File: config.mk
export PLATFORM = sky130hd
export DESIGN_NAME = ex_mem_skid_flat
export DESIGN_NICKNAME = d
export VERILOG_FILES = /design/src/rtl/ex_mem_skid_if.sv /design/src/rtl/ex_mem_skid.sv /design/src/flat_wrapper.sv
export SDC_FILE = /design/constraint.sdc
export NUM_CORES = 1
export LEC_CHECK = 0
export BUFFER_PORTS_ARGS = -buffer_cell sky130_fd_sc_hd__buf_2
export CAP_MARGIN = 20
export CORE_AREA = 3 3 93 95
export DETAILED_ROUTE_END_ITERATION = 10
export DIE_AREA = 0 0 96 98
export HOLD_SLACK_MARGIN = 0.1
export PLACE_DENSITY = 0.9
export SETUP_SLACK_MARGIN = 0.4
export SLEW_MARGIN = 40
export SYNTH_ARGS = -nofsm -noshare
export SYNTH_HDL_FRONTEND = slang
export SYNTH_SLANG_ARGS = --single-unit
File: constraint.sdc
create_clock -name clk -period 5.56 [get_ports clk]
set_clock_uncertainty 0.2 [all_clocks]
set_input_delay 1.39 -clock clk [delete_from_list [all_inputs] [get_ports clk]]
set_output_delay 1.39 -clock clk [all_outputs]
set_load 0.01 [all_outputs]
File: src/rtl/ex_mem_skid_if.sv
// ex_mem_skid_if
// Bundles the EX-side and MEM-side handshake and data signals of the
// EX/MEM skid buffer, the flush request and the stall counter output.
//   slave  : the buffer view (ex_* / flush_i / mem_ready_i in,
//            ex_ready_o / mem_* / stall_cnt_o out)
//   master : the surrounding pipeline view (directions reversed)
// Optional macro EX_MEM_SKID_FWD_EN adds fwd_we_o / fwd_wd_o / fwd_wdata_o.
interface ex_mem_skid_if #(
  parameter int DATA_W = 32,
  parameter int ADDR_W = 5,
  parameter int CNT_W  = 16
);
  logic              ex_valid_i;
  logic              ex_ready_o;
  logic [ADDR_W-1:0] ex_wd_i;
  logic              ex_wreg_i;
  logic [DATA_W-1:0] ex_wdata_i;
  logic              flush_i;
  logic              mem_valid_o;
  logic              mem_ready_i;
  logic [ADDR_W-1:0] mem_wd_o;
  logic              mem_wreg_o;
  logic [DATA_W-1:0] mem_wdata_o;
  logic [CNT_W-1:0]  stall_cnt_o;
`ifdef EX_MEM_SKID_FWD_EN
  logic              fwd_we_o;
  logic [ADDR_W-1:0] fwd_wd_o;
  logic [DATA_W-1:0] fwd_wdata_o;
`endif

  modport slave (
`ifdef EX_MEM_SKID_FWD_EN
    output fwd_we_o, output fwd_wd_o, output fwd_wdata_o,
`endif
    input  ex_valid_i, input ex_wd_i, input ex_wreg_i, input ex_wdata_i,
    input  flush_i, input mem_ready_i,
    output ex_ready_o, output mem_valid_o, output mem_wd_o,
    output mem_wreg_o, output mem_wdata_o, output stall_cnt_o
  );

  modport master (
`ifdef EX_MEM_SKID_FWD_EN
    input  fwd_we_o, input fwd_wd_o, input fwd_wdata_o,
`endif
    output ex_valid_i, output ex_wd_i, output ex_wreg_i, output ex_wdata_i,
    output flush_i, output mem_ready_i,
    input  ex_ready_o, input mem_valid_o, input mem_wd_o,
    input  mem_wreg_o, input mem_wdata_o, input stall_cnt_o
  );
endinterface

File: src/rtl/ex_mem_skid.sv
// ex_mem_skid
// Two-entry elastic buffer replacing the EX/MEM register. A main entry
// drives MEM, a skid entry absorbs one extra result while MEM stalls, so
// ex_ready_o depends only on registered state (no ready path MEM -> EX).
// Ports:
//   clk   : rising-edge clock
//   rst   : asynchronous active-low reset
//   bus   : ex_mem_skid_if.slave (EX handshake + data, flush, MEM
//           handshake + data, saturating MEM back-pressure counter)
// Optional macro EX_MEM_SKID_FWD_EN: forwarding of the youngest buffered
// entry towards ID (fwd_we_o / fwd_wd_o / fwd_wdata_o).
module ex_mem_skid #(
  parameter int DATA_W = 32,
  parameter int ADDR_W = 5,
  parameter int CNT_W  = 16
) (
  input  logic            clk,
  input  logic            rst,
  ex_mem_skid_if.slave    bus
);

  // Entry layout: {wd, wreg, wdata}
  localparam int ENT_W = ADDR_W + 1 + DATA_W;

  typedef enum logic [1:0] {
    ST_EMPTY = 2'd0,
    ST_ONE   = 2'd1,
    ST_TWO   = 2'd2
  } state_t;

  state_t           state_r;
  state_t           state_nxt_s;
  logic [ENT_W-1:0] main_r;
  logic [ENT_W-1:0] skid_r;
  logic [ENT_W-1:0] in_s;
  logic [CNT_W-1:0] cnt_r;
  logic             push_s;
  logic             pop_s;
  logic             ex_ready_s;
  logic             mem_valid_s;
  logic             load_main_s;
  logic             load_skid_s;
  logic             skid_to_main_s;

  assign in_s   = {bus.ex_wd_i, bus.ex_wreg_i, bus.ex_wdata_i};
  assign push_s = bus.ex_valid_i & ex_ready_s;
  assign pop_s  = mem_valid_s & bus.mem_ready_i;

  // State register
  always_ff @(posedge clk or negedge rst) begin
    if (!rst) begin
      state_r <= ST_EMPTY;
    end else begin
      state_r <= state_nxt_s;
    end
  end

  // Next-state and entry-load decode; flush overrides everything and
  // suppresses all loads so a flushed push never reaches MEM
  always_comb begin
    state_nxt_s    = state_r;
    load_main_s    = 1'b0;
    load_skid_s    = 1'b0;
    skid_to_main_s = 1'b0;
    if (bus.flush_i) begin
      state_nxt_s = ST_EMPTY;
    end else begin
      case (state_r)
        ST_EMPTY: begin
          if (push_s) begin
            state_nxt_s = ST_ONE;
            load_main_s = 1'b1;
          end else begin
            state_nxt_s = ST_EMPTY;
          end
        end
        ST_ONE: begin
          if (push_s && !pop_s) begin
            state_nxt_s = ST_TWO;
            load_skid_s = 1'b1;
          end else if (push_s && pop_s) begin
            state_nxt_s = ST_ONE;
            load_main_s = 1'b1;
          end else if (pop_s) begin
            state_nxt_s = ST_EMPTY;
          end else begin
            state_nxt_s = ST_ONE;
          end
        end
        ST_TWO: begin
          if (pop_s) begin
            state_nxt_s    = ST_ONE;
            skid_to_main_s = 1'b1;
          end else begin
            state_nxt_s = ST_TWO;
          end
        end
        default: begin
          state_nxt_s = ST_EMPTY;
        end
      endcase
    end
  end

  // Handshake outputs decoded from registered state only
  always_comb begin
    ex_ready_s  = 1'b1;
    mem_valid_s = 1'b0;
    case (state_r)
      ST_EMPTY: begin
        ex_ready_s  = 1'b1;
        mem_valid_s = 1'b0;
      end
      ST_ONE: begin
        ex_ready_s  = 1'b1;
        mem_valid_s = 1'b1;
      end
      ST_TWO: begin
        ex_ready_s  = 1'b0;
        mem_valid_s = 1'b1;
      end
      default: begin
        ex_ready_s  = 1'b1;
        mem_valid_s = 1'b0;
      end
    endcase
  end

  // Main entry: loaded from EX or refilled from skid; holds otherwise
  always_ff @(posedge clk or negedge rst) begin
    if (!rst) begin
      main_r <= '0;
    end else if (load_main_s) begin
      main_r <= in_s;
    end else if (skid_to_main_s) begin
      main_r <= skid_r;
    end
  end

  // Skid entry: written only when a push arrives while MEM is stalled
  always_ff @(posedge clk or negedge rst) begin
    if (!rst) begin
      skid_r <= '0;
    end else if (load_skid_s) begin
      skid_r <= in_s;
    end
  end

  // Saturating MEM back-pressure counter, cleared only by reset
  always_ff @(posedge clk or negedge rst) begin
    if (!rst) begin
      cnt_r <= '0;
    end else if (mem_valid_s && !bus.mem_ready_i && !bus.flush_i && (cnt_r != '1)) begin
      cnt_r <= cnt_r + CNT_W'(1);
    end
  end

  assign bus.ex_ready_o  = ex_ready_s;
  assign bus.mem_valid_o = mem_valid_s;
  assign bus.mem_wd_o    = main_r[ENT_W-1 -: ADDR_W];
  assign bus.mem_wreg_o  = main_r[DATA_W] & mem_valid_s;
  assign bus.mem_wdata_o = main_r[DATA_W-1:0];
  assign bus.stall_cnt_o = cnt_r;

`ifdef EX_MEM_SKID_FWD_EN
  logic [ENT_W-1:0] fwd_ent_s;
  logic             fwd_hit_s;

  // Youngest valid entry: skid when two are held, else main
  always_comb begin
    fwd_ent_s = main_r;
    fwd_hit_s = 1'b0;
    case (state_r)
      ST_TWO: begin
        fwd_ent_s = skid_r;
        fwd_hit_s = 1'b1;
      end
      ST_ONE: begin
        fwd_ent_s = main_r;
        fwd_hit_s = 1'b1;
      end
      default: begin
        fwd_ent_s = main_r;
        fwd_hit_s = 1'b0;
      end
    endcase
  end

  assign bus.fwd_we_o    = fwd_hit_s & fwd_ent_s[DATA_W] & ~bus.flush_i;
  assign bus.fwd_wd_o    = fwd_ent_s[ENT_W-1 -: ADDR_W];
  assign bus.fwd_wdata_o = fwd_ent_s[DATA_W-1:0];
`endif

endmodule

File: src/flat_wrapper.sv
// flat-port wrapper written by rule: the top's interface ports become plain ports
module ex_mem_skid_flat 
#(
  parameter int DATA_W = 32,
  parameter int ADDR_W = 5,
  parameter int CNT_W  = 16
)
  (clk, rst, bus_ex_valid_i, bus_ex_wd_i, bus_ex_wreg_i, bus_ex_wdata_i, bus_flush_i, bus_mem_ready_i, bus_ex_ready_o, bus_mem_valid_o, bus_mem_wd_o, bus_mem_wreg_o, bus_mem_wdata_o, bus_stall_cnt_o);
  ex_mem_skid_if #(.DATA_W(DATA_W), .ADDR_W(ADDR_W), .CNT_W(CNT_W)) bus_i ();
  input  logic clk;
  input  logic rst;
  input wire logic [$bits(bus_i.ex_valid_i)-1:0] bus_ex_valid_i;
  input wire logic [$bits(bus_i.ex_wd_i)-1:0] bus_ex_wd_i;
  input wire logic [$bits(bus_i.ex_wreg_i)-1:0] bus_ex_wreg_i;
  input wire logic [$bits(bus_i.ex_wdata_i)-1:0] bus_ex_wdata_i;
  input wire logic [$bits(bus_i.flush_i)-1:0] bus_flush_i;
  input wire logic [$bits(bus_i.mem_ready_i)-1:0] bus_mem_ready_i;
  output wire logic [$bits(bus_i.ex_ready_o)-1:0] bus_ex_ready_o;
  output wire logic [$bits(bus_i.mem_valid_o)-1:0] bus_mem_valid_o;
  output wire logic [$bits(bus_i.mem_wd_o)-1:0] bus_mem_wd_o;
  output wire logic [$bits(bus_i.mem_wreg_o)-1:0] bus_mem_wreg_o;
  output wire logic [$bits(bus_i.mem_wdata_o)-1:0] bus_mem_wdata_o;
  output wire logic [$bits(bus_i.stall_cnt_o)-1:0] bus_stall_cnt_o;
  assign bus_i.ex_valid_i = bus_ex_valid_i;
  assign bus_i.ex_wd_i = bus_ex_wd_i;
  assign bus_i.ex_wreg_i = bus_ex_wreg_i;
  assign bus_i.ex_wdata_i = bus_ex_wdata_i;
  assign bus_i.flush_i = bus_flush_i;
  assign bus_i.mem_ready_i = bus_mem_ready_i;
  assign bus_ex_ready_o = bus_i.ex_ready_o;
  assign bus_mem_valid_o = bus_i.mem_valid_o;
  assign bus_mem_wd_o = bus_i.mem_wd_o;
  assign bus_mem_wreg_o = bus_i.mem_wreg_o;
  assign bus_mem_wdata_o = bus_i.mem_wdata_o;
  assign bus_stall_cnt_o = bus_i.stall_cnt_o;
  ex_mem_skid #(.DATA_W(DATA_W), .ADDR_W(ADDR_W), .CNT_W(CNT_W)) u_core (.clk(clk), .rst(rst), .bus(bus_i));
endmodule
## Word-level counts from Yosys, hierarchy flattened

Index checks and enable logic that the tools add are counted.

| word-level totals | value |
|---|---|
| flip-flop bits (word level) | 94 |
| bits of input ports | 43 |
| logic and storage cells | 44 |

| cells by class | value |
|---|---|
| add/subtract/negate cells | 1 |
| equality and inequality tests | 3 |
| muxes and demuxes | 22 |
| bitwise logic cells | 3 |
| reductions and logical operators | 11 |

Operators by type and width:

| operator | number |
|---|---|
| 38-bit 2-to-1 mux | 2 |
| 16-bit by 1-bit adder with 16-bit output, second input constant | 1 |
| 16-bit inequality test, second input constant | 1 |
| 1-bit 2-to-1 mux | 14 |
| 2-bit 2-to-1 mux | 4 |
| 2-bit one-hot mux with 3 select lines | 1 |
| 1-bit logical AND | 5 |
| 1-bit AND | 3 |
| 1-bit logical NOT | 3 |
| 2-bit by 1-bit == test with 1-bit output, second input constant | 1 |
| 2-bit == test, second input constant | 1 |
| 2-bit logical NOT | 1 |
| 1-bit one-hot mux with 2 select lines | 1 |
| 2-bit nonzero test | 1 |
| 2-bit OR reduction | 1 |

## Logic depth before layout (Yosys ltp)

| depth | value |
|---|---|
| depth after elaboration | 10 |
| mapped depth | 10 |
| depth with buffers taken out | 8 |

## Least setup slack after synthesis

No wires, ideal clock.

| timing path | value |
|---|---|
| path kind | input-to-reg |
| start | input port bus_mem_ready_i |
| end | register u_core.main_r[17] |
| setup time | 0.064 ns |
| arrival | 2.793 ns |
| data required time | 5.296 ns |
| slack | 2.503 ns |
| cell stages on the path | 8 |
| buffers on the path | 2 |
| path through | and2_1 -> ha_1 -> nand2_1 -> nor3b_1 -> clkbuf_1 -> clkbuf_1 -> a22o_1 -> a21o_1 |

| on the way | value |
|---|---|
| cells in the longest elaborated chain, start to end | 7 |
| elaborated cells between the ends (all ways) | 13 |
| those cells by class | mux: 8; bitwise: 1; reduce/logical: 4 |

RTL lines:

| what | line | source |
|---|---|---|
| from (decl) | flat_wrapper.sv:17 | `input wire logic [$bits(bus_i.mem_ready_i)-1:0] bus_mem_ready_i;` |
| 1-bit AND (*) | ex_mem_skid.sv:47 | `assign pop_s = mem_valid_s & bus.mem_ready_i;` |
| 1-bit logical AND or 1-bit logical NOT (tied branches) | ex_mem_skid.sv:81, ex_mem_skid.sv:78 |  |
| 1-bit 2-to-1 mux or 1-bit logical AND (tied branches) | ex_mem_skid.sv:81, ex_mem_skid.sv:78 |  |
| 1-bit 2-to-1 mux | ex_mem_skid.sv:78 | `if (push_s && !pop_s) begin` |
| 1-bit one-hot mux with 2 select lines | ex_mem_skid.sv:68 | `case (state_r)` |
| 1-bit 2-to-1 mux | ex_mem_skid.sv:65 | `if (bus.flush_i) begin` |
| 38-bit 2-to-1 mux or 2-bit nonzero test (tied branches) | -- |  |
| to (signal assigned) | ex_mem_skid.sv:134 | `main_r <= in_s;` |
| to (signal assigned) | ex_mem_skid.sv:136 | `main_r <= skid_r;` |
| to (decl) | ex_mem_skid.sv:33 | `logic [ENT_W-1:0] main_r;` |

Every way passes the cells marked *; elsewhere a longest branch is shown, timed or not.
A chain may end at the register's enable or synchronous reset.

## Worst setup path in the final report

| timing path | value |
|---|---|
| start | register u_core.state_r[0] |
| end | output port bus_mem_wreg_o |

| on the way | value |
|---|---|
| cells in the longest elaborated chain, start to end | 4 |
| elaborated cells between the ends (all ways) | 5 |
| those cells by class | eq/ne: 2; mux: 1; bitwise: 1; reduce/logical: 1 |

RTL lines:

| what | line | source |
|---|---|---|
| from (decl) | ex_mem_skid.sv:31 | `state_t state_r;` |
| from (signal assigned) | ex_mem_skid.sv:54 | `state_r <= state_nxt_s;` |
| 2-bit by 1-bit == test with 1-bit output or 2-bit == test (tied branches) | ex_mem_skid.sv:109 | `case (state_r)` |
| 2-bit OR reduction (no line) (*) | -- |  |
| 1-bit 2-to-1 mux (*) | ex_mem_skid.sv:109 |  |
| 1-bit AND (*) | ex_mem_skid.sv:161 | `assign bus.mem_wreg_o = main_r[DATA_W] & mem_valid_s;` |
| to (decl) | flat_wrapper.sv:21 | `output wire logic [$bits(bus_i.mem_wreg_o)-1:0] bus_mem_wreg_o;` |

Marked as above.

==> results.py <==
metrics = {
    "clock_network": {
        "cts_root_buf": "clkbuf_8",
        "clock-sinks": 94,
        "clkSlewWorstSetupHoldPaths_ns": 0.08,
        "cts_buffers": 9,
        "clock_path_buffers": 2,
        "clock_latency_ns": 0.34,
        "cts_setup_buffers": 0,
        "cts_tree": "built",
        "postCtsResizedCells": 0,
        "hold_buffers": 0,
        "h-tree-depth": 3,
    },
    "worst_setup_path": {
        "cpPeakStageDelay_ns": 0.39,
        "crit_path_start": "u_core.state_r[0]$_DFF_PN0_",
        "crit_fanout": 4,
        "timing.critical_path.to": "bus_mem_wreg_o",
        "cp.arrival_ns": 1.43,
        "crit_buf_inv": 2,
        "regToRegSetupSlack_ns": 2.94,
        "r2r_cells": 7,
        "r2r_start": "u_core.state_r[0]$_DFF_PN0_",
        "crit_type": "reg2out",
        "crit_chain": "inv_1, ha_1, and2_1, buf_2",
        "cp_slowest_cell": "dfrtp_1",
        "crit_required_ns": 3.97,
        "worstReg2RegEnd": "u_core.skid_r[31]$_DFFE_PN0P_",
        "start_kind": "flip-flop",
        "cp_top_family": "flip-flops",
        "cp_num_cells": 4,
        "end_kind": "output pin",
    },
    "synth": {
        "syn_nets": 389,
        "netlist_instances": 340,
        "synthTopCellsByArea": "dfrtp_1, mux2_2, a22o_1",
        "ys.warnings.count": 0,
        "synth_flop_cell": "dfrtp_1",
        "synth_top_area_share_pct": 54.9,
        "synthArstFlopShare_pct": 100,
        "synth_cell_types": 34,
        "ys_ff_latch": 94,
        "syn_area_mm2": 0.00428,
        "synth_edf_count": 0,
        "syn_area_per_cell_um2": 12.6,
        "synth_seq_area_share_pct": 54.9,
        "synth_top_area_cell": "dfrtp_1",
    },
    "global_routing": {
        "met3_usage_pct": 3.39,
        "grt_pass1_wl_mm": 13.4,
        "grt_max_degree": 55,
        "grt_overflow": 0,
        "busiest_layer": "met2",
        "use_met1_pct": 22.1,
        "grt_pass1_vias": 2861,
        "antenna_found_initial": 0,
        "groute.usage.overall_pct": 17.8,
        "use_met2_pct": 31.0,
    },
    "sta": {
        "finalCriticalPeriod_ns": 3.02,
        "rsz0062_at_grt": "no",
        "relSlewSlack_pct": 53.1,
        "fin_crit_sh_pct": 54.2,
        "fmax_mhz": 332,
        "setup_viol": 0,
        "slew_violations": 0,
        "worst_slew_pin_slew_ns": 0.698,
        "fin_ws_ns": 2.54,
        "final_hold_viol_count": 0,
        "setup_tns_ns": 0,
    },
    "final_layout": {
        "fin_cells": 507,
        "drive_gt1_share_pct": 41.0,
        "area_delta_synth_final_pct": 14.1,
        "final_core_util_pct": 62.6,
        "final_area_mm2": 0.00489,
        "antenna_cells": 0,
        "final_nets": 449,
    },
    "drt": {
        "vias_per_cell": 5.54,
        "drt-total-wl_mm": 8.13,
        "drtPass1Iterations": 4,
        "wl_per_cell_um": 16.0,
        "vias": 2807,
        "drt_iter0_markers": 54,
        "drc": 0,
        "antenna_left": 0,
    },
    "power_and_ir_drop": {
        "vdd_drop_max_uv": 228,
        "power_leakage_nw": 2.57,
        "p_per_area_mw_per_mm2": 397,
    },
    "placement": {
        "gp_congestion": 0.770,
        "dp.cells": 491,
        "dp_hpwl_mm": 5.85,
        "placed_area_mm2": 0.00466,
        "portBuffers": 98,
        "post-place-ws_ns": 2.20,
    },
    "status": {
        "status": "complete, no violations",
    },
    "die": {
        "start_util_pct": 54.9,
        "fp-row-count": 32,
        "die_w_um": 96,
        "core-area_mm2": 0.00781,
        "io_pins": 99,
        "fp.dieH_um": 98,
        "die_area_mm2": 0.00941,
    },
    "worst_hold_path": {
        "hold_class": "reg2reg",
    },
    "run": {
        "drv_cap": 0,
    },
}
metrics by stage:
stage               total power, mW  hold WS [ns]
CTS                            1.97         0.280
floorplan                      1.36         0.241
detailed placement             1.45         0.260
finish                         1.94         0.275
global route                   2.05         0.287
global placement               1.42         0.256
synth_stat cells, types with 4 or more instances:
cell      instances
a21o_1           38
clkbuf_1         11
mux2_2           40
a22o_1           38
nand2_1           7
xor2_1            9
xnor2_1           4
dfrtp_1          94
nand3_1           6
nor2_1            5
buf_4            37
ha_1              6
nand4_1           4
nor3_1            6
cell families (layout without fill, tap and decap cells):
kind of cell,Yosys count,after routing,synth area share [%]
compound gates,81,81,15.1
xor+xnor,13,13,2.66
fa+ha+maj,6,6,1.75
buf+inv,57,122,8.47
flops,94,94,54.9
mux,40,40,10.5
simple gates,49,49,6.60
worst reg2reg max path, stage by stage (launching register included):
cell and delay (ns):
dfrtp_1 0.39, inv_1 0.08, ha_1 0.34, and2_1 0.19
nand3b_1 0.21, nor2_4 0.49, buf_8 0.27, mux2_2 0.36
final cells by class:
cell class | count | area, um2
well taps | 102 | 128
clock inverters | 5 | 81.3
flip-flops and latches | 94 | 2350
repair buffers | 103 | 558
multi-input cells | 189 | 1610
fillers | 656 | 2920
clock buffers | 11 | 151
inverters | 3 | 11.3
flip-flops by register name, summed over array words and instances (netlist names):
| name | count |
|---|---|
| u_core.main_r | 38 |
| u_core.skid_r | 38 |
| u_core.bus.stall_cnt_o | 16 |
| u_core.state_r | 2 |
cell usage in the layout (no fill, tap or decap), types with 3 or more instances in the layout:
cell type   n
a21o_1     38
a22o_1     38
buf_2      97
buf_4       4
clkbuf_8   11
dfrtp_1    94
ha_1        6
inv_1       3
mux2_2     40
nand2_1     7
nand3_1     6
nand3b_1    3
nand4_1     4
nor2_1      3
nor3_1      6
xnor2_1     4
xor2_1      9
report_power, final:
| group | total, mW | leakage, nW | switching, mW | internal, mW |
|---|---|---|---|---|
| logic | 0.424 | 1.28 | 0.187 | 0.238 |
| clock network | 0.507 | 0.116 | 0.229 | 0.278 |
| registers | 1.01 | 1.18 | 0.119 | 0.888 |
routing by layer:
metal,wire length (um),part of all wire (%),vias up
met5,0,0,-
met1,3430,42,1419
li1,-,-,1303
met4,80,0.98,0
met2,4170,51,77
met3,444,5.5,8
worst min path at each step:
stage | start | to | cells after the start
floorplan | u_core.main_r[32]$_DFFE_PN0P_ | u_core.main_r[32]$_DFFE_PN0P_ | 1
global placement | u_core.main_r[33]$_DFFE_PN0P_ | u_core.main_r[33]$_DFFE_PN0P_ | 1
detailed placement | u_core.main_r[33]$_DFFE_PN0P_ | u_core.main_r[33]$_DFFE_PN0P_ | 1
CTS | u_core.main_r[34]$_DFFE_PN0P_ | u_core.main_r[34]$_DFFE_PN0P_ | 1
global route | u_core.main_r[34]$_DFFE_PN0P_ | u_core.main_r[34]$_DFFE_PN0P_ | 1
finish | u_core.main_r[34]$_DFFE_PN0P_ | u_core.main_r[34]$_DFFE_PN0P_ | 1
(Power assumes the default switching activity.)
